===== src/rtl/button_event_scheduler_pkg.sv =====
// Shared definitions for the button event scheduler: event codes,
// per-button FSM states and width helpers.
package button_event_scheduler_pkg;

  // Event codes; also the bit positions inside each button's pending set
  localparam logic [1:0] EV_PRESS   = 2'd0;
  localparam logic [1:0] EV_RELEASE = 2'd1;
  localparam logic [1:0] EV_LONG    = 2'd2;
  localparam logic [1:0] EV_REPEAT  = 2'd3;

  typedef enum logic [1:0] {
    ST_IDLE     = 2'd0,
    ST_HELD     = 2'd1,
    ST_LONGHELD = 2'd2
  } btn_state_t;

  // Width of the event button index; a single button still needs one bit
  function automatic int ev_button_width(input int count);
    return (count > 1) ? $clog2(count) : 1;
  endfunction

  // Width of the per-button millisecond down-counter
  function automatic int ms_count_width(input int long_ms, input int repeat_ms);
    int max_ms;
    max_ms = (long_ms > repeat_ms) ? long_ms : repeat_ms;
    return (max_ms > 1) ? $clog2(max_ms + 1) : 1;
  endfunction

  // Within one button: PRESS first so a RELEASE can never overtake its PRESS
  function automatic logic [1:0] pick_event(input logic [3:0] pend);
    if (pend[EV_PRESS])       return EV_PRESS;
    else if (pend[EV_LONG])   return EV_LONG;
    else if (pend[EV_REPEAT]) return EV_REPEAT;
    else                      return EV_RELEASE;
  endfunction

endpackage


===== src/rtl/button_event_scheduler_fsm.sv =====
// Per-button event generator: press/hold FSM, millisecond down-counter,
// pending event set and a combinational REPEAT overflow strobe.
//
//   state       | meaning
//   ST_IDLE     | button released (or press deferred while events still pending)
//   ST_HELD     | pressed, counting down to the LONG event
//   ST_LONGHELD | LONG issued, counting down REPEAT intervals
module button_event_fsm
  import button_event_scheduler_pkg::*;
#(
  parameter int LONG_PRESS_MS = 1000,
  parameter int REPEAT_MS     = 250
) (
  input  logic       clk,
  input  logic       reset,
  input  logic       i_level,
  input  logic       i_ms_tick,
  input  logic [3:0] i_grant_clr,
  output logic [3:0] o_pending,
  output logic       o_overflow
);

  localparam int CNT_W = ms_count_width(LONG_PRESS_MS, REPEAT_MS);
  localparam logic [CNT_W-1:0] LONG_LOAD   = CNT_W'(LONG_PRESS_MS);
  localparam logic [CNT_W-1:0] REPEAT_LOAD = CNT_W'(REPEAT_MS);

  btn_state_t       r_state;
  logic [CNT_W-1:0] r_cnt;
  logic [3:0]       r_pend;
  logic [3:0]       w_set;
  logic             w_expire;
  logic             w_ovf;

  // A loaded count of zero (REPEAT disabled) never expires
  assign w_expire   = i_ms_tick && (r_cnt == CNT_W'(1));
  assign o_pending  = r_pend;
  assign o_overflow = w_ovf;

  // New events raised this cycle; release has priority over counter expiry
  always_comb begin
    w_set = 4'b0000;
    w_ovf = 1'b0;
    case (r_state)
      ST_IDLE: begin
        if (i_level && (r_pend == 4'b0000)) w_set[EV_PRESS] = 1'b1;
      end
      ST_HELD: begin
        if (!i_level)      w_set[EV_RELEASE] = 1'b1;
        else if (w_expire) w_set[EV_LONG]    = 1'b1;
      end
      ST_LONGHELD: begin
        if (!i_level) begin
          w_set[EV_RELEASE] = 1'b1;
        end else if (w_expire) begin
          w_set[EV_REPEAT] = 1'b1;
          // Only a REPEAT that is not being consumed this cycle is lost
          w_ovf = r_pend[EV_REPEAT] && !i_grant_clr[EV_REPEAT];
        end
      end
      default: ;
    endcase
  end

  // State, counter and pending set; a bit set in the grant cycle survives
  always_ff @(posedge clk or posedge reset) begin
    if (reset) begin
      r_state <= ST_IDLE;
      r_cnt   <= '0;
      r_pend  <= 4'b0000;
    end else begin
      r_pend <= (r_pend & ~i_grant_clr) | w_set;
      case (r_state)
        ST_IDLE: begin
          if (w_set[EV_PRESS]) begin
            r_state <= ST_HELD;
            r_cnt   <= LONG_LOAD;
          end
        end
        ST_HELD: begin
          if (!i_level) begin
            r_state <= ST_IDLE;
          end else if (w_expire) begin
            r_state <= ST_LONGHELD;
            r_cnt   <= REPEAT_LOAD;
          end else if (i_ms_tick) begin
            r_cnt <= r_cnt - CNT_W'(1);
          end
        end
        ST_LONGHELD: begin
          if (!i_level) begin
            r_state <= ST_IDLE;
          end else if (w_expire) begin
            r_cnt <= REPEAT_LOAD;
          end else if (i_ms_tick && (r_cnt != '0)) begin
            r_cnt <= r_cnt - CNT_W'(1);
          end
        end
        default: r_state <= ST_IDLE;
      endcase
    end
  end

endmodule


===== src/rtl/button_event_scheduler.sv =====
// Button event scheduler top: ms prescaler, per-button event FSMs,
// round-robin arbiter, output event register and sticky overflow flag.
module button_event_scheduler
  import button_event_scheduler_pkg::*;
#(
  parameter int CLK_RATE      = -1,
  parameter int BUTTON_COUNT  = 4,
  parameter int LONG_PRESS_MS = 1000,
  parameter int REPEAT_MS     = 250
) (
  input  logic                                      clk,
  input  logic                                      reset,
  input  logic [BUTTON_COUNT-1:0]                   buttons,
  output logic                                      evValid,
  input  logic                                      evReady,
  output logic [ev_button_width(BUTTON_COUNT)-1:0]  evButton,
  output logic [1:0]                                evType,
  output logic                                      overflow,
  input  logic                                      overflowClear
);

  localparam int EVB_W   = ev_button_width(BUTTON_COUNT);
  localparam int MS_DIV  = CLK_RATE / 1000;
  localparam int DIV_EFF = (MS_DIV < 1) ? 1 : MS_DIV;
  localparam int PRESC_W = (DIV_EFF > 1) ? $clog2(DIV_EFF) : 1;

  logic [PRESC_W-1:0]    r_presc;
  logic                  w_ms_tick;
  logic [3:0]            w_pend [BUTTON_COUNT];
  logic [3:0]            w_clr  [BUTTON_COUNT];
  logic [BUTTON_COUNT-1:0] w_ovf;
  logic [EVB_W-1:0]      r_rr_next;
  logic                  w_load;
  logic                  w_gnt_found;
  logic [EVB_W-1:0]      w_gnt_idx;
  logic [1:0]            w_gnt_type;
  logic                  w_any_lo, w_any_hi;
  logic [EVB_W-1:0]      w_lo_idx, w_hi_idx;
  logic [1:0]            w_lo_type, w_hi_type;

  assign w_ms_tick = (r_presc == PRESC_W'(DIV_EFF - 1));
  assign w_load    = !evValid || evReady;

  // Free-running millisecond prescaler
  always_ff @(posedge clk or posedge reset) begin
    if (reset)          r_presc <= '0;
    else if (w_ms_tick) r_presc <= '0;
    else                r_presc <= r_presc + PRESC_W'(1);
  end

  genvar g;
  generate
    for (g = 0; g < BUTTON_COUNT; g++) begin : g_btn
      assign w_clr[g] = (w_load && w_gnt_found && (w_gnt_idx == EVB_W'(g)))
                        ? (4'b0001 << w_gnt_type) : 4'b0000;

      button_event_fsm #(
        .LONG_PRESS_MS (LONG_PRESS_MS),
        .REPEAT_MS     (REPEAT_MS)
      ) u_fsm (
        .clk         (clk),
        .reset       (reset),
        .i_level     (buttons[g]),
        .i_ms_tick   (w_ms_tick),
        .i_grant_clr (w_clr[g]),
        .o_pending   (w_pend[g]),
        .o_overflow  (w_ovf[g])
      );
    end
  endgenerate

  // Round-robin: first pending button at or after r_rr_next, else wrap to lowest
  always_comb begin
    w_any_lo  = 1'b0;
    w_any_hi  = 1'b0;
    w_lo_idx  = '0;
    w_hi_idx  = '0;
    w_lo_type = EV_PRESS;
    w_hi_type = EV_PRESS;
    for (int b = 0; b < BUTTON_COUNT; b++) begin
      if (w_pend[b] != 4'b0000) begin
        if (!w_any_lo) begin
          w_any_lo  = 1'b1;
          w_lo_idx  = EVB_W'(b);
          w_lo_type = pick_event(w_pend[b]);
        end
        if (!w_any_hi && (EVB_W'(b) >= r_rr_next)) begin
          w_any_hi  = 1'b1;
          w_hi_idx  = EVB_W'(b);
          w_hi_type = pick_event(w_pend[b]);
        end
      end
    end
    w_gnt_found = w_any_lo;
    w_gnt_idx   = w_any_hi ? w_hi_idx  : w_lo_idx;
    w_gnt_type  = w_any_hi ? w_hi_type : w_lo_type;
  end

  // Output event register; contents hold while stalled by the consumer
  always_ff @(posedge clk or posedge reset) begin
    if (reset) begin
      evValid   <= 1'b0;
      evButton  <= '0;
      evType    <= EV_PRESS;
      r_rr_next <= '0;
    end else if (w_load) begin
      evValid <= w_gnt_found;
      if (w_gnt_found) begin
        evButton  <= w_gnt_idx;
        evType    <= w_gnt_type;
        r_rr_next <= (w_gnt_idx == EVB_W'(BUTTON_COUNT - 1)) ? '0 : w_gnt_idx + EVB_W'(1);
      end
    end
  end

  // Sticky overflow; a new overflow beats a simultaneous clear
  always_ff @(posedge clk or posedge reset) begin
    if (reset)              overflow <= 1'b0;
    else if (|w_ovf)        overflow <= 1'b1;
    else if (overflowClear) overflow <= 1'b0;
  end

endmodule

===== config.mk =====
export PLATFORM = sky130hd
export DESIGN_NAME = button_event_scheduler
export DESIGN_NICKNAME = d
export VERILOG_FILES = /design/src/rtl/button_event_scheduler_pkg.sv /design/src/rtl/button_event_scheduler_fsm.sv /design/src/rtl/button_event_scheduler.sv
export SDC_FILE = /design/constraint.sdc
export NUM_CORES = 1
export LEC_CHECK = 0
export ABC_AREA = 1
export BUFFER_PORTS_ARGS = -buffer_cell sky130_fd_sc_hd__buf_2
export CORE_AREA = 2 2 100 102
export DETAILED_ROUTE_END_ITERATION = 8
export DIE_AREA = 0 0 102 104
export PLACE_DENSITY = 0.67
export SLEW_MARGIN = 15
export SYNTH_ARGS = -nofsm -noshare
export SYNTH_HDL_FRONTEND = slang
export SYNTH_SLANG_ARGS = --single-unit

===== constraint.sdc =====
create_clock -name clk -period 3.2 [get_ports clk]
set_input_delay 0.64 -clock clk [delete_from_list [all_inputs] [get_ports clk]]
set_output_delay 0.64 -clock clk [all_outputs]
set_load 0.02 [all_outputs]

Yosys cells after proc, flatten, opt, wreduce, memory -nomap -nowiden
Index checks and enable logic that the tools add are counted.
{"block": "totals", "reg_bits": 73, "elab_cells": 311, "inputBits": 8, "output_inout_bits": 6}
{"block": "op_classes", "magnitude_cmp": 4, "add_sub_neg": 6, "eq_ne": 43, "muxes": 157, "shifts": 1, "n_bitwise": 13, "n_reduce_logical": 69}
{"operator": "$mux 10", "count": 28}
{"operator": "$pmux 10 s3", "count": 4}
{"operator": "$mux 2", "count": 54}
{"operator": "$mux 1", "count": 63}
{"operator": "$eq 10x1->1 const B", "count": 4}
{"operator": "$reduce_bool 10->1", "count": 4}
{"operator": "$sub 10x1->10 const B", "count": 4}
{"operator": "$logic_and 1x1->1", "count": 24}
{"operator": "$ne 2x2->1 const B", "count": 12}
{"operator": "$ne 3x2->1 const B", "count": 8}
{"operator": "$pmux 2 s3", "count": 4}
{"operator": "$reduce_and 6->1", "count": 4}
{"operator": "$and 4x4->4", "count": 4}
{"operator": "$logic_not 4->1", "count": 4}
{"operator": "$mux 4", "count": 4}
{"operator": "$not 4->4", "count": 4}
{"operator": "$or 4x4->4", "count": 4}
{"operator": "$reduce_bool 4->1", "count": 4}
{"operator": "$eq 2x2->1 const B", "count": 6}
{"operator": "$ne 3x1->1 const B", "count": 4}
{"operator": "$reduce_and 3->1", "count": 4}
{"operator": "$reduce_bool 3->1", "count": 4}
{"operator": "$eq 2x1->1 const B", "count": 5}
{"operator": "$logic_not 2->1", "count": 5}
{"operator": "other kinds (13)", "count": 28}

Logic depth before layout (Yosys ltp)
Gate-level depths: netlist (run 1).
{"block": "depth", "word_depth": 26, "mapped_depth": 17}

Cells and area by module
From an unflattened synthesis (run 1), not the netlist that was laid out.
{"block": "unflattened", "hier_cells": 786, "area_unflattened_um2": 5696.7}
{"module": "button_event_fsm (g_btn[0].u_fsm ...)", "area_each_um2": 1186.1, "instances": 3, "cells_per_inst": 160}
{"module": "button_event_fsm (g_btn[3].u_fsm)", "area_each_um2": 1173.6, "instances": 1, "cells_per_inst": 160}
{"module": "button_event_scheduler", "area_each_um2": 964.7, "instances": 1, "cells_per_inst": 146}

Worst setup path after synthesis (run 1)
No wires, ideal clock.
{"block": "synth_timing", "kind": "reg2reg", "from": "reg g_btn[0].u_fsm.r_pend[3]", "to": "reg overflow", "setup_slack_ns": 1.392, "t_required_ns": 3.081, "t_arrival_ns": 1.689, "setup_time_ns": 0.119, "stages_incl_launch_ff": 16, "path_cell_list": "dfrtp_1 > nor2_4 > nand2_4 > nor2_4 > nand2_1 > nand2_1 > nand2_2 > o21ai_4 > ha_1 > inv_1 > nor2_1 > nand3_1 > nand3_1 > nand2_1 > nor2_1 > nand2_1"}
{"block": "synth_between", "elab_chain_cells": 25}
{"item": "start, declared", "line_no": "button_event_scheduler_fsm.sv:29", "text": "logic [3:0] r_pend;"}
{"item": "start signal, assigned", "line_no": "button_event_scheduler_fsm.sv:71", "text": "r_pend <= (r_pend & ~i_grant_clr) | w_set;"}
{"item": "$reduce_bool 4->1 *", "line_no": "button_event_scheduler.sv:81", "text": "if (w_pend[b] != 4'b0000) begin"}
{"item": "$mux 1", "line_no": "button_event_scheduler.sv:81"}
{"item": "$logic_not 1->1", "line_no": "button_event_scheduler.sv:87", "text": "if (!w_any_hi && (EVB_W'(b) >= r_rr_next)) begin"}
{"item": "$logic_and 1x1->1", "line_no": "button_event_scheduler.sv:87"}
{"item": "$mux 1", "line_no": "button_event_scheduler.sv:87"}
{"item": "$mux 1", "line_no": "button_event_scheduler.sv:81"}
{"item": "$logic_not 1->1", "line_no": "button_event_scheduler.sv:87"}
{"item": "$logic_and 1x1->1", "line_no": "button_event_scheduler.sv:87"}
{"item": "[7 not listed]"}
{"item": "net w_gnt_idx[1]", "line_no": "button_event_scheduler.sv:35", "text": "logic [EVB_W-1:0] w_gnt_idx;"}
{"item": "[2 not listed]"}
{"item": "$mux 4", "line_no": "button_event_scheduler.sv:55", "text": "? (4'b0001 << w_gnt_type) : 4'b0000;"}
{"item": "$logic_not 1->1", "line_no": "button_event_scheduler_fsm.sv:57", "text": "w_ovf = r_pend[EV_REPEAT] && !i_grant_clr[EV_REPEAT];"}
{"item": "$logic_and 1x1->1", "line_no": "button_event_scheduler_fsm.sv:57"}
{"item": "$mux 1", "line_no": "button_event_scheduler_fsm.sv:54", "text": "end else if (w_expire) begin"}
{"item": "$mux 1", "line_no": "button_event_scheduler_fsm.sv:52", "text": "if (!i_level) begin"}
{"item": "$mux 1", "line_no": "button_event_scheduler_fsm.sv:43", "text": "case (r_state)"}
{"item": "$reduce_or 4->1 *", "line_no": "button_event_scheduler.sv:119", "text": "else if (|w_ovf) overflow <= 1'b1;"}
{"item": "$mux 1 or $reduce_bool 2->1 (tied branches)"}
{"item": "end signal, assigned", "line_no": "button_event_scheduler.sv:118", "text": "if (reset) overflow <= 1'b0;"}
{"item": "end signal, assigned", "line_no": "button_event_scheduler.sv:119"}
{"item": "end signal, assigned", "line_no": "button_event_scheduler.sv:120", "text": "else if (overflowClear) overflow <= 1'b0;"}
{"item": "end, declared", "line_no": "button_event_scheduler.sv:18", "text": "output logic overflow,"}
Mark *: on every way through the listed nets, which the timed path passes. The rest lies on a longest branch.
A chain may end at the register's enable or synchronous reset.

Worst setup path in the final report (run 1)
{"block": "layout_timing", "from": "reg g_btn[3].u_fsm.r_cnt[0]", "to": "reg g_btn[3].u_fsm.r_cnt[7]"}
{"block": "layout_between", "elab_chain_cells": 5}
{"item": "start, declared", "line_no": "button_event_scheduler_fsm.sv:28", "text": "logic [CNT_W-1:0] r_cnt;"}
{"item": "start signal, assigned", "line_no": "button_event_scheduler_fsm.sv:86", "text": "r_cnt <= r_cnt - CNT_W'(1);"}
{"item": "start signal, assigned", "line_no": "button_event_scheduler_fsm.sv:95", "text": "r_cnt <= r_cnt - CNT_W'(1);"}
{"item": "$sub 10x1->10 or $eq 10x1->1 (tied branches)", "line_no": "button_event_scheduler_fsm.sv:86, button_event_scheduler_fsm.sv:95, button_event_scheduler_fsm.sv:35"}
{"item": "$mux 10, or another cell as far along", "line_no": "button_event_scheduler_fsm.sv:94", "text": "end else if (i_ms_tick && (r_cnt != '0)) begin"}
{"item": "$mux 10, on equally long branches", "line_no": "button_event_scheduler_fsm.sv:92, button_event_scheduler_fsm.sv:82"}
{"item": "$mux 10, on equally long branches", "line_no": "button_event_scheduler_fsm.sv:90, button_event_scheduler_fsm.sv:80"}
{"item": "$pmux 10 s3", "line_no": "button_event_scheduler_fsm.sv:72", "text": "case (r_state)"}
Parallel ways exist; a longest one is shown, timed or not. The select of a mux whose other input is x is not followed.

==> results of run 1 <==
-- cells in the final DEF (no fill, tap or decap), drive strengths merged, types with 2 or more instances in the layout --
cell type / Yosys / layout
clkinv: 0 / 3
nand4: 9 / 9
nand3b: 2 / 2
nand3: 40 / 40
a22oi: 7 / 7
o211ai: 5 / 5
nand2: 146 / 146
dfrtp: 72 / 72
clkbuf: 0 / 11
ha: 26 / 26
clkinvlp: 0 / 2
nor3: 9 / 9
o21ai: 84 / 84
a21oi: 13 / 13
nor2: 81 / 81
buf: 4 / 14
nor3b: 2 / 2
inv: 103 / 103
-- sequential cells by signal, indices dropped and copies added, names as in the netlist --
| register | flops |
|---|---|
| overflow | 1 |
| g_btn.u_fsm.r_cnt | 40 |
| r_rr_next | 2 |
| evValid | 1 |
| g_btn.u_fsm.o_pending | 16 |
| evType | 2 |
| evButton | 2 |
| g_btn.u_fsm.r_state | 8 |
-- stage by stage --
| step | total power [uW] | instance area [um2] | hold WS [ns] |
|---|---|---|---|
| 2_1_floorplan | 3510 | 4670 | 0.452 |
| 3_3_place_gp | 3980 | 4870 | 0.460 |
| 3_5_place_dp | 4060 | 4870 | 0.460 |
| 4_1_cts | 4730 | 5040 | 0.479 |
| 5_1_grt | 5210 | 5040 | 0.502 |
| 6_report | 4690 | 5040 | 0.475 |
-- layer usage --
metal	vias to the layer above	track usage [%]
met4	0	6.76
li1	2024	-
met1	1880	28.0
met3	13	5.11
met2	70	29.9
met5	-	0
-- layout make-up --
cell class | instances | share of cell area [%]
Clock inverter | 5 | 0.670
Clock buffer | 11 | 2.61
Inverter | 103 | 7.67
Multi-Input combinational cell | 436 | 48.6
Timing Repair Buffer | 14 | 1.44
Sequential cell | 72 | 35.7
Tap cell | 133 | 3.30
-- logic make-up (layout without fill, tap and decap cells) --
kind of cell               after synthesis  count (layout)
DFF                                     72              72
AOI/OAI and AO/OA                      117             117
buffers and inverters                  107             133
adders and majority gates               26              26
xor gates and xnor gates                 1               1
and+or+nand+nor                        292             292
-- Yosys cell counts, drive strengths merged --
master | n | area share [%]
nand2 | 146 | 13
inv | 103 | 8.3
o21ai | 84 | 9.3
nor2 | 81 | 8.7
dfrtp | 72 | 39
nand3 | 40 | 5.1
ha | 26 | 7.0
a21oi | 13 | 1.4
nand4 | 9 | 1.3
nor3 | 9 | 1.4
a22oi | 7 | 1.1
o211ai | 5 | 0.80
buf | 4 | 0.80
nand3b | 2 | 0.32
nor3b | 2 | 0.54
a211oi | 1 | 0.27
a21o | 1 | 0.16
a2bb2oi | 1 | 0.19
nor4 | 1 | 0.13
o21bai | 1 | 0.16
o221ai | 1 | 0.19
o22ai | 1 | 0.13
o311ai | 1 | 0.19
o31ai | 1 | 0.27
or2 | 1 | 0.13
or3 | 1 | 0.13
xor2 | 1 | 0.19
-- worst paths after layout --
check / cells after the start / start / slack [ns] / end
max: 9 / g_btn[3].u_fsm.r_cnt[0]$_DFFE_PP0P_ / 0.88 / g_btn[3].u_fsm.r_cnt[7]$_DFFE_PP0P_
min: 2 / evButton[1]$_DFFE_PP0P_ / 0.47 / evButton[1]$_DFFE_PP0P_
max reg2reg: 9 / g_btn[3].u_fsm.r_cnt[0]$_DFFE_PP0P_ / 0.88 / g_btn[3].u_fsm.r_cnt[7]$_DFFE_PP0P_
min reg2reg: 2 / evButton[1]$_DFFE_PP0P_ / 0.47 / evButton[1]$_DFFE_PP0P_
max in group asynchronous: 3 / reset / 2.06 / g_btn[3].u_fsm.o_pending[2]$_DFF_PP0_
min in group asynchronous: 3 / reset / 0.53 / g_btn[0].u_fsm.r_cnt[6]$_DFFE_PP0P_
-- where the power goes --
part,switching (uW),leakage (uW),total (uW),internal (uW)
combinational,1790,0.00153,2630,842
clock,358,0.0000793,638,280
sequential,218,0.000827,1410,1200
total,2370,0.00243,4690,2320
-- tightest hold or removal path: cells and delay by family (launching register included) --
family           cells  cell delay (ns)
DFF                  1             0.34
and+or+nand+nor      2             0.10
==> metrics.csv, run 1 <==
stage;metric;value;unit
outcome;status;finished, final reports clean;
grt;largest net degree at the start of global routing;73;
synthesis;largest family of logic cells by synthesized area;simple AND/OR/NAND/NOR gates;
clocking;post-CTS setup buffers;0;
timing;Fin. Hold Viols;0;
clocking;# clock sinks;72;
die;Die X;102;um
grt;GR Overflow Total;0;
cells_and_area;layout cells sized above 1;14.2;%
synthesis;mapped cell area;4670;um2
cells_and_area;synthesis-to-finish area growth;7.84;%
timing;final setup fails;0;
die;# IOs;14;
die;Std-Cell Rows;36;
synthesis;Yosys cell types;41;
timing;Pins Over Slew Limit;0;
timing;worst setup margin;0.883;ns
critical_path;CP Launch Type;flip-flop;
timing;Worst-Margin Slew;0.921;ns
cells_and_area;layout filler cell count;942;
placed_design;dpl hpwl;7.25;mm
cells_and_area;Core Util, Final;52.8;%
pwr;Leakage;0.00243;uW
cells_and_area;Nets;670;
detailed_routing;met2 WL;4.40;mm
detailed_routing;Highest Signal Layer;met4;
synthesis;mux cell area share after synthesis;0;%
critical_path;Worst path most repeated cell;nand2_1;
detailed_routing;DRT Pass-1 Iters;5;
clocking;Root Driver;clkbuf_8;
synthesis;Synth Area in Adders;6.96;%
synthesis;simple-gate portion of the synthesized area;31.0;%
clocking;Clock Tree Buf Depth;2;
die;Core Area;9550;um2
detailed_routing;WL met1;4.73;mm
timing;Layout Skew;0.00672;ns
critical_path;Buf+Inv Stages, Crit Path;3;
synthesis;Synth Area in Compound Gates;14.2;%
die;initial core utilization;48.9;%
cells_and_area;FF/Latch Area;1800;um2
detailed_routing;Remaining DRCs;0;
synthesis;Synth Net Count;649;
placed_design;Place WS;0.926;ns
cells_and_area;Layout Cells excl Fill;774;
placed_design;RePlAce Congestion;0.890;
detailed_routing;WL/cell;12.5;um
synthesis;Post-Synth XOR/XNOR Area;0.187;%
cells_and_area;Multi-input gate area;2450;um2
synthesis;post-synthesis register bit count;72;
detailed_routing;Routed WL;9.71;mm
critical_path;Crit. End Element;flip-flop;
critical_path;Crit path largest cell delay;0.69;ns
critical_path;CP delay by family, top;compound AO/OA/AOI/OAI gates;
critical_path;CP Data Required Time;3.41;ns
timing;Worst slew margin;38.6;%
detailed_routing;metal3 WL;409;um
grt;first-pass GRT wire length;17.1;mm
clocking;total CTS buffers;9;
critical_path;slowest cell on the critical path;o31ai_2;
placed_design;DP Cell Count;758;
cells_and_area;Antenna diodes;0;
timing;final worst-path cycle share;72.4;%
clocking;hold-fix buffers at CTS;0;
detailed_routing;drt via density;5.15;
timing;TNS Setup;0;ns
synthesis;Ys Warns;0;
synthesis;Cells after Synth;615;
critical_path;WP data arrival;2.52;ns
critical_path;worst path cell trace;inv_1 > ha_1 > nand2_1 > inv_1 > nand2_1 > o31ai_2 > inv_2 > nand2_1 > o211ai_1;
critical_path;kind of critical path;reg2reg;
placed_design;IO Port Bufs;13;
clocking;Clock Latency Late Sink;0.36;ns
detailed_routing;DRT iter0 DRCs;150;
die;Die ar.;10600;um2
timing;unrepaired setup endpoints after global routing;no;
critical_path;CP Max Fanout;11;
grt;initial antenna violation count;0;
clocking;Resize count post-CTS;0;
detailed_routing;Vias;3987;
die;die span in y;104;um
timing;Max Clk Rate;432;MHz
timing;crit path time final;2.32;ns
job;Max-Cap Viols;0;
clocking;H-tree levels;3;
grt;total global-route track usage;19.9;%
pwr;PwrDens;930;nW/um2
synthesis;average cell area after synthesis;7.60;um2
detailed_routing;ANT nets after route;0;
clocking;CTS tree;built;
grt;vias in the first global route;3819;
synthesis;sequential area share after synthesis;38.6;%
clocking;CTS clk-pin slew, worst paths;0.08;ns
pwr;worst vdd ir;361;uV
min_path;worst hold-check path type;reg2reg;
Note: power is estimated with default switching activity, not from simulation.
==> run 2: changes to the inputs <==
- PLACE_DENSITY: 0.67 -> 0.7
- clock period: 3.2 -> 1.9 ns (I/O delays scaled with it)
==> run 2 against run 1 <==
The run now ends with setup timing left. Clock skew is 0.0011 ns higher. Critical path depth is 6 higher. Sequential share of layout area is 6.8 points lower. Fmax is 19% higher. Wire length is 13% higher. First-iteration DRC count is 84% higher.
==> metrics.csv, run 2 (synthesis results as in run 1) <==
stage;metric;value;unit;change
outcome;status;finished, violations left;;was finished, final reports clean
outcome;failing checks;setup timing;;
cells_and_area;synthesis-to-finish area growth;33.3;%;was 7.84%
clocking;Clock Tree Buf Depth;2;;unchanged
placed_design;dpl hpwl;7.56;mm;was 7.25 mm
clocking;CTS clk-pin slew, worst paths;0.08;ns;about the same
placed_design;RePlAce Congestion;0.929;;was 0.890
detailed_routing;WL/cell;12.8;um;was 12.5 um
cells_and_area;largest register by flop count;g_btn.u_fsm.r_cnt;;unchanged
timing;Pins Over Slew Limit;0;;unchanged
clocking;Root Driver;clkbuf_8;;unchanged
critical_path;Worst path most repeated cell;nand2_4;;was nand2_1
timing;Fin. Hold Viols;0;;unchanged
pwr;Design Power;10900;uW;was 4690 uW
critical_path;WP data arrival;2.20;ns;was 2.52 ns
clocking;Clock Latency Late Sink;0.36;ns;about the same
timing;crit path time final;1.95;ns;was 2.32 ns
die;Std-Cell Rows;36;;unchanged
grt;vias in the first global route;4164;;was 3,819
detailed_routing;ANT nets after route;0;;unchanged
die;Die X;102;um;unchanged
cells_and_area;Nets;752;;was 670
grt;total global-route track usage;20.6;%;was 19.9%
timing;Layout Skew;0.00777;ns;was 0.00672 ns
cells_and_area;max FFs per register;40;;unchanged
critical_path;worst path cell trace;nor2_4 > nand2_4 > nand2_4 > nand3_4 > nand2_8 > nand2_4 > o21ai_4 > ha_4 > inv_2 > nor2_4 > nand3_2 > nand3_2 > nand2_1 > nor2_1 > nand2_1;;was inv_1 > ha_1 > nand2_1 > inv_1 > nand2_1 > o31ai_2 > inv_2 > nand2_1 > o211ai_1
cells_and_area;commonest non-fill, non-tap cell in the layout;nand2_1;;unchanged
timing;Worst-Margin Slew;0.377;ns;was 0.921 ns
placed_design;IO Port Bufs;13;;unchanged
detailed_routing;DRT Pass-1 Iters;6;;was 5
detailed_routing;Vias;4406;;was 3,987
pwr;Leakage;0.00297;uW;was 0.00243 uW
grt;GR Overflow Total;0;;unchanged
cells_and_area;layout cells sized above 1;35.0;%;was 14.2%
grt;initial antenna violation count;0;;unchanged
clocking;H-tree levels;3;;unchanged
critical_path;CP Data Required Time;2.15;ns;was 3.41 ns
timing;Max Clk Rate;513;MHz;was 432 MHz
detailed_routing;DRT iter0 DRCs;276;;was 150
timing;final setup fails;4;;was 0
grt;largest net degree at the start of global routing;45;;was 73
critical_path;CP Launch Type;flip-flop;;unchanged
min_path;worst hold-check path type;in2async;;was reg2reg
die;die span in y;104;um;unchanged
die;Die ar.;10600;um2;unchanged
clocking;CTS tree;built;;unchanged
cells_and_area;layout filler cell count;778;;was 942
detailed_routing;Routed WL;11.0;mm;was 9.71 mm
cells_and_area;Layout Cells excl Fill;856;;was 774
timing;Worst slew margin;74.7;%;was 38.6%
timing;hold_ws;0.0762;ns;was 0.475 ns
placed_design;Place WS;-0.259;ns;was 0.926 ns
cells_and_area;most frequent cells in the layout;nand2_1 (109), inv_1 (78), dfrtp_1 (72);;was nand2_1 (132), inv_1 (91), o21ai_0 (78)
job;Max-Cap Viols;0;;unchanged
critical_path;CP Max Fanout;6;;was 11
timing;worst setup margin;-0.0500;ns;was 0.883 ns
timing;final worst-path cycle share;103;%;was 72.4%
clocking;# clock sinks;72;;unchanged
critical_path;slowest cell on the critical path;dfrtp_1;;was o31ai_2
detailed_routing;drt via density;5.15;;about the same
timing;unrepaired setup endpoints after global routing;yes;;was no
die;# IOs;14;;unchanged
grt;first-pass GRT wire length;17.8;mm;was 17.1 mm
clocking;total CTS buffers;9;;unchanged
critical_path;Crit path largest cell delay;0.43;ns;was 0.69 ns
placed_design;DP Cell Count;808;;was 758
pwr;PwrDens;1750;nW/um2;was 930 nW/um2
die;initial core utilization;48.9;%;unchanged
cells_and_area;Antenna diodes;0;;unchanged
critical_path;Crit. End Element;flip-flop;;unchanged
critical_path;kind of critical path;reg2reg;;unchanged
pwr;worst vdd ir;780;uV;was 361 uV
die;Core Area;9550;um2;unchanged
detailed_routing;Remaining DRCs;0;;unchanged
-- run 2: cell types whose count changed in the layout (fill, tap and decap cells not counted), sizes merged --
cell    delta
o31ai      +1
clkinv     -2
bufinv     +3
clkbuf     -1
buf       +81
-- run 2: repair_timing --
action                                  4_1_cts  5_1_grt
gates resized for setup                      20      132
endpoints found under the hold margin         0        0
pin swaps                                     7       23
hold buffers                                  0        0
buffers inserted                              7       24
endpoints found under the setup margin       26       51
cloned                                        1        0
-- run 2: worst paths after layout --
| check | startpoint | to | slack (ns) | cells past startpoint |
|---|---|---|---|---|
| max in group asynchronous | reset | evType[1]$_DFFE_PP0P_ | 1.58 | 3 |
| worst max register to register | g_btn[1].u_fsm.o_pending[2]$_DFF_PP0_ | overflow$_DFFE_PP0P_ | -0.05 | 15 |
| worst min register to register | evType[0]$_DFFE_PP0P_ | evType[0]$_DFFE_PP0P_ | 0.49 | 2 |
| worst min-delay path | reset | g_btn[2].u_fsm.r_cnt[2]$_DFFE_PP0P_ | 0.08 | 3 |
| min in group clk | buttons[1] | g_btn[1].u_fsm.o_pending[1]$_DFF_PP0_ | 0.28 | 2 |
| worst max-delay path | g_btn[1].u_fsm.o_pending[2]$_DFF_PP0_ | overflow$_DFFE_PP0P_ | -0.05 | 15 |
-- run 2: layout make-up --
class,instances,area [um2],share of cell area (%)
timing repair buffer,95,757,12.2
inverter,103,410,6.59
clock buffer,10,138,2.21
sequential,72,1800,28.9
clock inverter,6,115,1.85
multi-input combinational,437,2840,45.6
tap,133,166,2.67
-- run 2: power by group --
group / switching (uW) / leakage [uW] / internal (uW)
sequential: 378 / 0.000827 / 2020
combinational: 4050 / 0.00202 / 2910
clock: 616 / 0.000123 / 915
total: 5050 / 0.00297 / 5840
-- run 2: worst max-delay path, delay by kind of cell (launching register included) --
family | cells | cell delay (ns)
simple gates | 12 | 1.13
flops | 1 | 0.43
fa+ha+maj | 1 | 0.16
compound gates | 1 | 0.08
buf+inv | 1 | 0.04
-- run 2: per-layer routing --
layer	global-route usage, %	up-vias	part of all wire (%)
li1	-	2198	-
met3	3.83	19	4.2
met2	33.1	97	49
met4	7.24	0	1.7
met5	0	-	0
met1	27.7	2092	45
-- run 2: metrics by stage --
stage / area, um2 / util (%) / setup TNS, ns
6_report: 6230 / 65.2 / -0.0862
5_1_grt: 6230 / 65.2 / -1.88
4_1_cts: 5660 / 59.2 / -0.0604
3_5_place_dp: 5280 / 55.3 / -2.27
3_3_place_gp: 5280 / 55.3 / -1.01
2_1_floorplan: 4680 / - / 0
